File: src/rtl/sprite_pkg.sv
`default_nettype none
// ============================================================================
// Module   : sprite_pkg
// Purpose  : Shared screen constants, axis state type and coordinate clamp.
// Revision : 1.0
// ============================================================================
package sprite_pkg;

    localparam int VGA_W = 640;
    localparam int VGA_H = 480;

    typedef enum logic [1:0] {
        IDLE   = 2'd0,
        ACCEL  = 2'd1,
        CRUISE = 2'd2
    } axis_state_e;

    function automatic int clamp_coord(input int value, input int limit);
        if (value < 0) begin
            return 0;
        end else if (value > limit) begin
            return limit;
        end else begin
            return value;
        end
    endfunction

endpackage
`default_nettype wire

File: src/rtl/sprite_axis_motion.sv
`default_nettype none
// ============================================================================
// Module   : sprite_axis_motion
// Purpose  : One motion axis: accelerate/cruise FSM, speed, hold and position.
// Revision : 1.0
// ============================================================================
module sprite_axis_motion
    import sprite_pkg::*;
#(
    parameter int COORD_W     = 10,
    parameter int LIMIT       = 608,
    parameter int START       = 304,
    parameter int MAX_SPEED   = 4,
    parameter int ACCEL_TICKS = 8
) (
    input  logic               clk,
    input  logic               rst_n,
    input  logic               tick_i,
    input  logic               freeze_i,
    input  logic               neg_i,
    input  logic               pos_i,
    output logic [COORD_W-1:0] pos_o,
    output axis_state_e        state_o
);

    localparam int SPEED_W = $clog2(MAX_SPEED + 1);
    localparam int HOLD_W  = (ACCEL_TICKS > 1) ? $clog2(ACCEL_TICKS) : 1;
    localparam logic [SPEED_W-1:0] SPEED_MAX  = SPEED_W'(MAX_SPEED);
    localparam logic [SPEED_W-1:0] SPEED_ONE  = SPEED_W'(1);
    localparam logic [HOLD_W-1:0]  HOLD_LAST  = HOLD_W'(ACCEL_TICKS - 1);
    localparam logic [HOLD_W-1:0]  HOLD_ONE   = HOLD_W'(1);
    localparam axis_state_e        PRESS_STATE = (MAX_SPEED == 1) ? CRUISE : ACCEL;

    axis_state_e           state_q, state_d;
    logic [SPEED_W-1:0]    speed_q, speed_d;
    logic [HOLD_W-1:0]     hold_q, hold_d;
    logic signed [1:0]     last_dir_q, last_dir_d;
    logic [COORD_W-1:0]    pos_q, pos_d;

    logic signed [1:0]         w_dir;
    logic signed [COORD_W+1:0] w_base;
    logic signed [COORD_W+1:0] w_step;
    logic signed [COORD_W+1:0] w_sum;
    int                        w_clamped;

    always_comb begin
        if (neg_i && !pos_i) begin
            w_dir = -2'sd1;
        end else if (pos_i && !neg_i) begin
            w_dir = 2'sd1;
        end else begin
            w_dir = 2'sd0;
        end
    end

    always_comb begin
        state_d    = state_q;
        speed_d    = speed_q;
        hold_d     = hold_q;
        last_dir_d = last_dir_q;
        pos_d      = pos_q;
        w_base     = $signed({2'b00, pos_q});
        w_step     = '0;
        w_sum      = w_base;
        w_clamped  = 0;
        if (tick_i) begin
            last_dir_d = w_dir;
            if (freeze_i || (w_dir == 2'sd0)) begin
                speed_d = '0;
                hold_d  = '0;
                state_d = IDLE;
            end else if ((state_q == IDLE) || (w_dir != last_dir_q)) begin
                speed_d = SPEED_ONE;
                hold_d  = '0;
                state_d = PRESS_STATE;
            end else if (state_q == ACCEL) begin
                if (hold_q == HOLD_LAST) begin
                    hold_d  = '0;
                    speed_d = speed_q + SPEED_ONE;
                    if (speed_d == SPEED_MAX) begin
                        state_d = CRUISE;
                    end
                end else begin
                    hold_d = hold_q + HOLD_ONE;
                end
            end else begin
                speed_d = SPEED_MAX;
            end
            // Move by this tick's speed so a fresh press moves 1 px immediately.
            w_step = $signed({{(COORD_W + 2 - SPEED_W){1'b0}}, speed_d});
            w_sum  = w_dir[1] ? (w_base - w_step) : (w_base + w_step);
            w_clamped = clamp_coord(int'(w_sum), LIMIT);
            pos_d     = COORD_W'(w_clamped);
        end
    end

    always_ff @(posedge clk or negedge rst_n) begin
        if (!rst_n) begin
            state_q    <= IDLE;
            speed_q    <= '0;
            hold_q     <= '0;
            last_dir_q <= 2'sd0;
            pos_q      <= COORD_W'(START);
        end else begin
            state_q    <= state_d;
            speed_q    <= speed_d;
            hold_q     <= hold_d;
            last_dir_q <= last_dir_d;
            pos_q      <= pos_d;
        end
    end

    assign pos_o   = pos_q;
    assign state_o = state_q;

endmodule
`default_nettype wire

File: src/rtl/sprite_motion_controller.sv
`default_nettype none
// ============================================================================
// Module   : sprite_motion_controller
// Purpose  : Button synchronisers, motion tick, two axes and edge flags.
// Revision : 1.0
// ============================================================================
module sprite_motion_controller
    import sprite_pkg::*;
#(
    parameter int COORD_W     = 10,
    parameter int SCREEN_W    = VGA_W,
    parameter int SCREEN_H    = VGA_H,
    parameter int SPRITE_W    = 32,
    parameter int SPRITE_H    = 32,
    parameter int START_X     = 304,
    parameter int START_Y     = 400,
    parameter int TICK_DIV    = 131072,
    parameter int MAX_SPEED   = 4,
    parameter int ACCEL_TICKS = 8
) (
    input  logic               clk25,
    input  logic               rst_n,
    input  logic               btn_left,
    input  logic               btn_right,
    input  logic               btn_up,
    input  logic               btn_down,
    input  logic               freeze,
    output logic [COORD_W-1:0] sprite_x,
    output logic [COORD_W-1:0] sprite_y,
    output logic               moving,
    output logic [3:0]         at_edge
);

    localparam int LIMIT_X = SCREEN_W - SPRITE_W;
    localparam int LIMIT_Y = SCREEN_H - SPRITE_H;
    localparam int CNT_W   = $clog2(TICK_DIV);
    localparam logic [CNT_W-1:0] CNT_LAST = CNT_W'(TICK_DIV - 1);
    localparam logic [CNT_W-1:0] CNT_ONE  = CNT_W'(1);

    // Bit order {down, up, right, left}
    logic [3:0]       sync1_q, sync2_q;
    logic [CNT_W-1:0] cnt_q, cnt_d;
    logic             w_tick;
    axis_state_e      w_state_x, w_state_y;

    always_ff @(posedge clk25 or negedge rst_n) begin
        if (!rst_n) begin
            sync1_q <= '0;
            sync2_q <= '0;
            cnt_q   <= '0;
        end else begin
            sync1_q <= {btn_down, btn_up, btn_right, btn_left};
            sync2_q <= sync1_q;
            cnt_q   <= cnt_d;
        end
    end

    assign w_tick = (cnt_q == CNT_LAST);
    assign cnt_d  = w_tick ? '0 : (cnt_q + CNT_ONE);

    sprite_axis_motion #(
        .COORD_W    (COORD_W),
        .LIMIT      (LIMIT_X),
        .START      (START_X),
        .MAX_SPEED  (MAX_SPEED),
        .ACCEL_TICKS(ACCEL_TICKS)
    ) u_axis_x (
        .clk     (clk25),
        .rst_n   (rst_n),
        .tick_i  (w_tick),
        .freeze_i(freeze),
        .neg_i   (sync2_q[0]),
        .pos_i   (sync2_q[1]),
        .pos_o   (sprite_x),
        .state_o (w_state_x)
    );

    sprite_axis_motion #(
        .COORD_W    (COORD_W),
        .LIMIT      (LIMIT_Y),
        .START      (START_Y),
        .MAX_SPEED  (MAX_SPEED),
        .ACCEL_TICKS(ACCEL_TICKS)
    ) u_axis_y (
        .clk     (clk25),
        .rst_n   (rst_n),
        .tick_i  (w_tick),
        .freeze_i(freeze),
        .neg_i   (sync2_q[2]),
        .pos_i   (sync2_q[3]),
        .pos_o   (sprite_y),
        .state_o (w_state_y)
    );

    assign moving  = (w_state_x != IDLE) || (w_state_y != IDLE);
    assign at_edge = {sprite_y == COORD_W'(LIMIT_Y),
                      sprite_y == '0,
                      sprite_x == COORD_W'(LIMIT_X),
                      sprite_x == '0};

endmodule
`default_nettype wire

File: config.mk
export PLATFORM = sky130hd
export DESIGN_NAME = sprite_motion_controller
export DESIGN_NICKNAME = d
export VERILOG_FILES = /design/src/rtl/sprite_pkg.sv /design/src/rtl/sprite_axis_motion.sv /design/src/rtl/sprite_motion_controller.sv
export SDC_FILE = /design/constraint.sdc
export NUM_CORES = 1
export LEC_CHECK = 0
export CORE_MARGIN = 5
export CORE_UTILIZATION = 36
export DETAILED_ROUTE_END_ITERATION = 16
export PLACE_DENSITY_LB_ADDON = 0.15
export SETUP_SLACK_MARGIN = 0.4
export SYNTH_ARGS = -nofsm -noshare
export SYNTH_HDL_FRONTEND = slang
export SYNTH_SLANG_ARGS = --single-unit
File: constraint.sdc
create_clock -name clk25 -period 9.15 [get_ports clk25]
set_clock_uncertainty 0.05 [all_clocks]
set_input_delay 1.83 -clock clk25 [delete_from_list [all_inputs] [get_ports clk25]]
set_output_delay 1.83 -clock clk25 [all_outputs]
set_load 0.05 [all_outputs]
---- Yosys cells after proc, flatten, opt, wreduce, memory -nomap -nowiden ----
Cells that the tools add are included.
storage, ports and cells
  output and inout port bits .............. 25
  register bits after elaboration ......... 65
  input bits .............................. 7
operators by class
  eq/ne operators ......................... 11
  $lt $le $gt $ge ......................... 4
  mux-type cells .......................... 39
  reduce and logical (&&, ||, !) cells .... 31
  add/subtract/negate cells ............... 9
operators by type and width
  kind                                                                               count
  3-bit two-way mux                                                                  18
  10-bit two-way mux                                                                 4
  12-bit by 1-bit less-than comparator with 1-bit output, second input constant      2
  12-bit two-way mux                                                                 2
  2-bit two-way mux                                                                  12
  10-bit by 3-bit adder with 11-bit output                                           2
  10-bit by 3-bit subtractor with 11-bit output                                      2
  10-bit zero test                                                                   2
  3-bit nonzero test                                                                 6
  17-bit by 1-bit adder with 17-bit output, second input constant                    1
  17-bit equality test, second input constant                                        1
  17-bit two-way mux                                                                 1
  3-bit by 1-bit adder with 3-bit output, second input constant                      4
  3-bit equality test, second input constant                                         4
  12-bit by 10-bit greater-than comparator with 1-bit output, second input constant  1
  12-bit by 11-bit greater-than comparator with 1-bit output, second input constant  1
  10-bit equality test, second input constant                                        1
  10-bit by 9-bit equality test with 1-bit output, second input constant             1
  2-bit zero test                                                                    4
  4-bit AND reduction                                                                2
  1-bit logical OR                                                                   5
  2-bit by 1-bit equality test with 1-bit output, second input constant              2
  1-bit logical AND                                                                  4
  1-bit zero test                                                                    4
  other kinds (4)                                                                    8

---- Longest topological paths before layout ----
Gate-level depths: netlist of the first run.
  depth in word-level cells ............... 14
  depth in mapped cells ................... 19
  depth with buffers taken out ............ 17

---- Cells and area by module ----
A second synthesis of the first run with hierarchy kept.
second synthesis, totals
  cells, all modules ...................... 430
  area total of the unflattened synthesis .. 4250.3 um^2
by module, submodules not included
  module                         area each (um^2)  instances  cells an instance
  sprite_axis_motion (u_axis_x)  1601.5            1          170
  sprite_axis_motion (u_axis_y)  1514.0            1          154
  sprite_motion_controller       1134.8            1          106

---- Least setup slack after synthesis of the first run ----
Ideal clock, no wire load.
  path type ............................... input-to-reg
  start ................................... in freeze
  end ..................................... reg u_axis_x.pos_q[3], in the netlist u_axis_x.pos_o[3]
  library setup time ...................... 0.066 ns
  buffers on the path ..................... 2
  cell stages on the path ................. 14
  path slack .............................. 3.912 ns
  arrival ................................. 5.122 ns
  cells stage by stage .................... or3_1 > clkbuf_1 > nor3b_1 > inv_1 > ha_1 > nor2b_1 > o211ai_1 > and4_1 > clkbuf_2 > nand3_1 > a2111oi_4 > o221ai_2 > a2111oi_2 > a221o_1
on the way
  longest elaborated chain between the ends .. 8
ends and longest elaborated chain
  item                                                                                                       RTL line                        source
  start: declaration                                                                                         sprite_motion_controller.sv:27  input logic freeze,
  1-bit logical OR (*)                                                                                       sprite_axis_motion.sv:68        if (freeze_i || (w_dir == 2'sd0)) begin
  3-bit two-way mux (*)                                                                                      sprite_axis_motion.sv:68
  3-bit two-way mux (*)                                                                                      sprite_axis_motion.sv:66        if (tick_i) begin
  10-bit by 3-bit adder with 11-bit output or 10-bit by 3-bit subtractor with 11-bit output (tied branches)  sprite_axis_motion.sv:91        w_sum = w_dir[1] ? (w_base - w_step) : (w_base + w_step);
  12-bit two-way mux (*)                                                                                     sprite_axis_motion.sv:91
  12-bit by 11-bit greater-than comparator with 1-bit output                                                 sprite_pkg.sv:21                end else if (value > limit) begin
  10-bit two-way mux                                                                                         sprite_pkg.sv:21
  10-bit two-way mux (*)                                                                                     sprite_pkg.sv:19                if (value < 0) begin
  end signal: assignment                                                                                     sprite_axis_motion.sv:103       pos_q <= COORD_W'(START);
  end signal: assignment                                                                                     sprite_axis_motion.sv:109       pos_q <= pos_d;
  end: declaration                                                                                           sprite_axis_motion.sv:38        logic [COORD_W-1:0] pos_q, pos_d;
Mark *: on every way between the ends. The rest lies on a longest branch, timed or not. The select of a mux whose other input is x is not followed.
A chain may end at the register's enable or synchronous reset.

---- Worst setup path after layout of the first run ----
Same ends and word-level chain as after synthesis.

==> flow_summary.ini, run 1 <==
[run_status]
run_status = finished clean

[synthesis]
synth-async-reset-ratio = 1.00
synth_cell_types = 63
syn_area_um2 = 4160
muxShareOfSynthArea = 0.0412
synth_nets = 476
postSynthAreaPerCell_um2 = 9.46
synth-adder-area-share = 0.0944
yosys_most_used_dff = dfrtp_1
synth_top_family_by_area = simple AND/OR/NAND/NOR gates
synth-compound-area-share = 0.162
ys_seq_area_frac = 0.393
synthXorXnorAreaFrac = 0.0716
synth-edff-count = 0
synthCells = 440
yosysWarnings = 0
ys_ff_latch = 65
synth-simple-area-share = 0.191

[floorplan]
start_util = 0.366
dieArea_um2 = 13800
ios = 32
dieHeight_um = 118
rows = 39
core_um2 = 11400
die_w_um = 118

[timing]
max_slew_margin = 0.454
whs_ns = 0.296
final_max_slew_viol_count = 0
min_period_ns = 5.84
setup-tns-final_ns = 0
final-setup-viol-count = 0
tightest_slew_ns = 0.820
finalHoldViolCount = 0
fmax_mhz = 171
period_share = 0.639
rsz0062_at_grt = false

[route]
firstDrtPassIters = 4
wl_per_cell_um = 14.6
vias_per_cell = 5.23
vias = 3187
drtAntennaViolNets = 0
wirelength_mm = 8.89
drc = 0
initialDrtViolationCount = 197

[job]
drv_cap = 0

[critical_path]
worst_setup_path_start_kind = input pin
worstPathRequired_ns = 9.36
path_class = input pin to flop
crit_arrival_ns = 6.05
cp_max_fo = 7
crit_path_end_kind = flop

[placed_design]
gp_congestion = 0.886
dpl.hpwl_mm = 6.23
io_buffers = 31
dpl_cell_area_um2 = 4560

[final_layout]
drive_gt1_frac = 0.0858
area_growth_pct = 16.9
final_area_um2 = 4860
nFillCells = 1107
fin_nets = 499
n_antenna_cell = 0

[clock_network]
h-tree-depth = 3
post_cts_buffers = 0
cts_sinks = 65
clk_latency_ns = 0.33
cts_tree = done
cts_buffers = 9
cts_buffer_depth = 2
cts_root_buf = clkbuf_16
clk_pin_slew_ns = 0.05
hold_buffers = 0
cts_repair_resize_count = 0

[grt]
grt_usage = 0.135
grt_max_degree = 66
grt_pass1_wl_mm = 15.7
antenna_found_initial = 0
grt_pass1_vias = 3207
grt.overflow.total = 0

[pwr]
netSwitchingPower_mw = 0.150
intPower_mw = 0.541
p_sw_frac = 0.217
irDropWorstVdd_v = 0.0000885
p_seq_frac = 0.423
p_clk_frac = 0.514
p_per_area_nw_per_um2 = 142
total_power_mw = 0.691
p_comb_frac = 0.063
p_leak_nw = 2.15

[worst_hold_path]
worstHoldPathType = flop to flop
-- critical path, cell delays in order --
cell,delay [ns]
clkdlybuf4s50_1,0.53
or3_1,0.51
nor3b_1,0.68
inv_1,0.12
ha_1,0.31
nor2b_1,0.13
o211ai_1,0.23
and4_1,0.33
nand3_1,0.17
a2111oi_4,0.42
o221ai_2,0.21
a2111oi_2,0.41
a221o_1,0.15
-- path summary, 6_finish.rpt --
kind / from / endpoint / slack (ns) / cells past startpoint
hold / removal: sync1_q[0] / sync2_q[0] / 0.30 / 0
setup reg to reg: sync2_q[1] / u_axis_x.pos_o[3] / 4.18 / 16
hold reg to reg: sync1_q[0] / sync2_q[0] / 0.30 / 0
min in group asynchronous: rst_n / u_axis_x.pos_o[7] / 1.63 / 2
max in group asynchronous: rst_n / u_axis_y.hold_q[2] / 6.88 / 2
setup / recovery: freeze / u_axis_x.pos_o[3] / 3.31 / 13
-- layout make-up --
cell class	count	area, um^2	share of cell area
clock buffers	10	229	0.0471
clock inverters	4	70.1	0.0144
inverters	27	101	0.0208
multi-input cells	327	2330	0.479
flip-flops and latches	65	1630	0.336
well taps	143	179	0.0368
repair buffers	33	320	0.0659
-- power groups by stage --
stage / Sequential [mW] / Clock [mW] / Combinational [mW]
after floorplan: 0.299 / 0 / 0.0266
after global placement: 0.298 / 0 / 0.0439
after detailed placement: 0.298 / 0 / 0.0444
after CTS: 0.293 / 0.365 / 0.0446
after global routing: 0.293 / 0.376 / 0.0503
final: 0.293 / 0.355 / 0.0436
-- metal layers --
metal,track usage,vias up,share of wire
met5,0,-,0
met4,0.0516,0,0.017
met3,0.0317,13,0.038
met2,0.218,49,0.47
met1,0.176,1519,0.47
li1,-,1606,-
-- flip-flops by register name, indices dropped and copies added, names as in the netlist --
signal	cells
u_axis_x.hold_q	3
u_axis_y.hold_q	3
u_axis_x.speed_q	3
u_axis_y.speed_q	3
sync2_q	4
sync1_q	4
u_axis_x.pos_o	10
u_axis_y.state_o	2
u_axis_x.state_o	2
u_axis_x.last_dir_q	2
cnt_q	17
u_axis_y.last_dir_q	2
u_axis_y.pos_o	10
-- cells by family after synthesis --
group                      count (synthesis)
adders and majority gates                 29
muxes                                     16
and+or+nand+nor                          157
buffers and inverters                     48
xor gates and xnor gates                  34
AOI/OAI and AO/OA                         91
DFF                                       65
-- metrics by stage --
stage | utilization | std cells | setup WS [ns]
after detailed placement | 0.401 | 595 | 2.97
final | 0.428 | 609 | 3.31
after floorplan | - | 440 | 3.91
after CTS | 0.428 | 609 | 3.29
after global routing | 0.428 | 609 | 2.87
after global placement | 0.401 | 595 | 3.14
-- cell usage after synthesis (6+ instances only) --
cell type,n,share of area
nand3_1,18,0.022
inv_1,24,0.022
nor2_1,41,0.037
clkbuf_1,12,0.011
and2_1,6,0.0090
a21oi_1,14,0.017
ha_1,25,0.075
xor2_1,20,0.042
mux2_2,9,0.024
dfrtp_1,59,0.35
dfstp_2,6,0.038
nand2b_1,6,0.0090
o21ai_0,16,0.019
o21ai_1,7,0.0084
xnor2_1,14,0.029
nand2_1,30,0.027
nor3_1,15,0.018
nor2b_1,10,0.015
mux2i_1,7,0.017
-- cell usage in the layout, fill, tap and decap left out, types with 9 or more instances in the layout --
cell,count
nor2b_1,10
nor2_1,41
o21ai_0,16
xor2_1,20
a21oi_1,14
clkdlybuf4s50_1,30
nand2_1,30
nand3_1,18
mux2_2,9
nor3_1,15
dfrtp_1,59
xnor2_1,14
ha_1,25
clkbuf_16,9
inv_1,24
Note: power is estimated with default switching activity, not from simulation.
==> run 2: changes to the inputs <==
clock period = 5.1 ns   (was 9.15 ns; I/O delays follow)
==> flow_summary.ini, run 2 (synthesis gave the netlist of run 1 again) <==
[route]
drc = 0
wl_per_cell_um = 14.6
drtAntennaViolNets = 0
vias_per_cell = 5.29
vias = 3252
initialDrtViolationCount = 224
wirelength_mm = 9.00
firstDrtPassIters = 4

[clock_network]
cts_tree = done
cts_sinks = 65
post_cts_buffers = 0
cts_buffer_depth = 2
cts_buffers = 9
clk_pin_slew_ns = 0.06
cts_root_buf = clkbuf_16
clk_latency_ns = 0.33
h-tree-depth = 3

[timing]
rsz0062_at_grt = false
final-setup-viol-count = 0
setup-tns-final_ns = 0
min_period_ns = 4.30
finalHoldViolCount = 0
final_max_slew_viol_count = 0
tightest_slew_ns = 0.614
fmax_mhz = 232
period_share = 0.843
max_slew_margin = 0.588
whs_ns = 0.297

[critical_path]
cp.buffers_inverters = 2
worst_setup_path_start_kind = input pin
path_class = input pin to flop
critical-path-top-delay-family = compound AO/OA/AOI/OAI gates
worstPathRequired_ns = 5.31
crit_cells = 13
cp_max_fo = 7
cpMaxStageDelayCell = or3_1
crit_arrival_ns = 4.51
slowest_delay_ns = 0.48
crit_chain = clkdlybuf4s50_1 -> or3_1 -> a21oi_1 -> inv_1 -> ha_1 -> nor2b_1 -> nor4_2 -> a31oi_1 -> xnor2_1 -> a2111oi_4 -> o221ai_2 -> a2111oi_2 -> a221o_1
crit_path_end_kind = flop
reg2reg_depth = 16

[grt]
grt.overflow.total = 0
antenna_found_initial = 0
grt_pass1_vias = 3288
grt_usage = 0.137
grt_pass1_wl_mm = 15.9
grt_max_degree = 51

[pwr]
p_leak_nw = 2.19
p_per_area_nw_per_um2 = 262
irDropWorstVdd_v = 0.000164
total_power_mw = 1.30

[worst_hold_path]
worstHoldPathType = flop to flop
whs_path_depth = 0

[final_layout]
area_growth_pct = 19.1
fin_nets = 503
largest_register = cnt_q
largest_reg_flops = 17
fin_cells = 615
n_antenna_cell = 0
final_common_cell = dfrtp_1
nFillCells = 1119
drive_gt1_frac = 0.106
final_cell_mix = dfrtp_1 (59), nor2_1 (41), nand2_1 (30), clkdlybuf4s50_1 (30), ha_1 (25)

[floorplan]
ios = 32
dieArea_um2 = 13800
start_util = 0.366
rows = 39
die_w_um = 118
core_um2 = 11400
dieHeight_um = 118

[job]
drv_cap = 0

[run_status]
run_status = finished clean

[placed_design]
gp_congestion = 0.864
dp_cells = 599
io_buffers = 31
dpl.hpwl_mm = 6.52
==> run 2: power by group <==
group / total, mW / internal [mW] / leakage [nW] / switching, mW
Clock: 0.695 / 0.449 / 0.166 / 0.246
Combinational: 0.0808 / 0.0299 / 1.21 / 0.0508
Sequential: 0.525 / 0.521 / 0.813 / 0.00319
Total: 1.30 / 1.00 / 2.19 / 0.300
==> run 2: per-layer routing <==
| metal | wire, um | global-route usage |
|---|---|---|
| met5 | 0 | 0 |
| met1 | 4120 | 0.173 |
| met4 | 106 | 0.0444 |
| met2 | 4490 | 0.231 |
| met3 | 288 | 0.0312 |
==> run 2: path summary, 6_finish.rpt <==
| check | to | slack [ns] | start |
|---|---|---|---|
| max | u_axis_x.pos_o[3] | 0.80 | freeze |
| min | sync2_q[2] | 0.30 | sync1_q[2] |
| max reg2reg | u_axis_x.pos_o[3] | 0.86 | sync2_q[1] |
| min reg2reg | sync2_q[2] | 0.30 | sync1_q[2] |
| max in group asynchronous | cnt_q[13] | 3.49 | rst_n |
| min in group asynchronous | u_axis_y.pos_o[3] | 0.55 | rst_n |
==> run 2: layout make-up <==
| class | instances | area, um^2 | share of cell area |
|---|---|---|---|
| Clock buffer | 10 | 239 | 0.0482 |
| Sequential cell | 65 | 1630 | 0.330 |
| Clock inverter | 6 | 97.6 | 0.0197 |
| Inverter | 27 | 101 | 0.0205 |
| Multi-Input combinational cell | 327 | 2350 | 0.475 |
| Tap cell | 143 | 179 | 0.0361 |
| Timing Repair Buffer | 37 | 350 | 0.0707 |
==> run 2: stage by stage <==
step / setup slack (ns) / util / area, um^2
after floorplan: 0.672 / - / 4160
after global placement: 0.421 / 0.404 / 4590
after detailed placement: 0.374 / 0.404 / 4590
after CTS: 0.696 / 0.434 / 4930
after global routing: 0.428 / 0.436 / 4950
final: 0.799 / 0.436 / 4950
==> run 2: repair_timing <==
action                                  4_1_cts  5_1_grt
endpoints found under the hold margin         0        0
endpoints found under the setup margin        0        3
hold buffers                                  0        0
resized for setup                             0        4
==> run 3: changes to the inputs <==
clock period = 3.95 ns   (was 5.1 ns; I/O delays follow)
==> flow_summary.ini, run 3 (synthesis gave the netlist of run 1 again) <==
[run_status]
run_status = finished clean

[floorplan]
rows = 39
dieArea_um2 = 13800
core_um2 = 11400
die_w_um = 118
ios = 32
start_util = 0.366
dieHeight_um = 118

[timing]
final-setup-viol-count = 0
setup-tns-final_ns = 0
max_slew_margin = 0.493
min_period_ns = 3.86
period_share = 0.978
tightest_slew_ns = 0.755
fmax_mhz = 259
rsz0062_at_grt = true
finalHoldViolCount = 0
final_max_slew_viol_count = 0

[critical_path]
rr_endpoint = u_axis_x.pos_o[3]
path_class = flop to flop
crit_path_end_kind = flop
crit-reg2reg-launch = sync2_q[0]
slowest_delay_ns = 0.39
worstPathRequired_ns = 4.11
crit_chain = ha_4 -> xor2_1 -> o211ai_1 -> or3_4 -> nor3b_4 -> inv_2 -> ha_4 -> nor2b_4 -> o211ai_1 -> and4_4 -> nor2_2 -> or3b_4 -> o221ai_4 -> a2111oi_4 -> a221o_1
cpMaxStageDelayCell = dfrtp_1
rrSetupSlack_ns = 0.09
crit_arrival_ns = 4.02
critical-path-top-delay-family = simple AND/OR/NAND/NOR gates
reg2reg_depth = 15
cp_max_fo = 5
worst_setup_path_start_kind = flop
cp.buffers_inverters = 1

[placed_design]
dpl_cell_area_um2 = 5060
io_buffers = 31
dpl.hpwl_mm = 7.27
gp_congestion = 0.832
dp_cells = 652

[final_layout]
n_antenna_cell = 0
fin_nets = 563
final_area_um2 = 5780
area_growth_pct = 39.0
post-route-util = 0.509
final_cell_mix = dfrtp_1 (59), buf_4 (59), nor2_1 (39)
fin_cells = 675
drive_gt1_frac = 0.316
nFillCells = 1064
largest_register = cnt_q
largest_reg_flops = 17

[pwr]
p_leak_nw = 2.56
irDropWorstVdd_v = 0.000159
p_per_area_nw_per_um2 = 279

[grt]
grt.overflow.total = 0
grt_pass1_vias = 3557
antenna_found_initial = 0
grt_max_degree = 27
grt_usage = 0.150
grt_pass1_wl_mm = 17.4

[clock_network]
clk_latency_ns = 0.32
cts_root_buf = clkbuf_16
h-tree-depth = 3
cts_buffer_depth = 2
cts_sinks = 65
clk_pin_slew_ns = 0.05
cts_tree = done
cts_buffers = 9

[route]
wl_per_cell_um = 15.3
firstDrtPassIters = 4
initialDrtViolationCount = 178
drc = 0
vias = 3503
wirelength_mm = 10.4
vias_per_cell = 5.19
drtAntennaViolNets = 0

[job]
drv_cap = 0

[worst_hold_path]
hold_end = sync2_q[1]
worst_hold_startpoint = sync1_q[1]
whs_path_depth = 0
worstHoldPathType = flop to flop
run 3: layout make-up:
class,count,area (um^2),area share
clock inverters,3,40.0,0.00692
clock buffers,13,250,0.0433
inverters,27,101,0.0175
multi-input cells,327,2750,0.475
flip-flops and latches,65,1630,0.283
repair buffers,97,835,0.144
well taps,143,179,0.0309
run 3: through the flow:
stage	hold slack (ns)	power, mW	worst slack [ns]
floorplan	0.281	0.758	-0.0341
global placement	0.283	0.821	-0.290
detailed placement	0.286	0.821	-0.344
CTS	0.298	1.62	0.112
global route	0.300	1.68	-0.0734
finish	0.296	1.62	0.0885
run 3: how the worst max path moves through the flow:
stage                     startpoint           endpoint  slack [ns]  cells past startpoint
after floorplan           sync2_q[0]  u_axis_x.pos_o[3]       -0.03                     18
after global placement        freeze  u_axis_x.pos_o[3]       -0.29                     13
after detailed placement      freeze  u_axis_x.pos_o[3]       -0.34                     13
after CTS                 sync2_q[0]  u_axis_x.pos_o[3]        0.11                     15
after global routing      sync2_q[0]  u_axis_x.pos_o[3]       -0.07                     15
final                     sync2_q[0]  u_axis_x.pos_o[3]        0.09                     15
run 3: per-layer routing:
metal	share of wire	wire (um)	up-vias	track usage
met1	0.48	5010	1695	0.203
li1	-	-	1736	-
met2	0.47	4870	59	0.240
met3	0.032	332	13	0.0308
met4	0.014	144	0	0.0516
met5	0	0	-	0
run 3: what timing repair did:
action	in CTS	in global routing
gates resized for setup	32	52
hold buffers	0	0
setup endpoints to repair	19	19
pin swaps	22	29
endpoints found under the hold margin	0	0
buffers inserted	4	3
run 3: power breakdown:
group          total, mW  switching, mW  internal, mW
Sequential         0.679        0.00532         0.674
Combinational      0.165         0.0882        0.0769
Clock              0.772          0.269         0.503
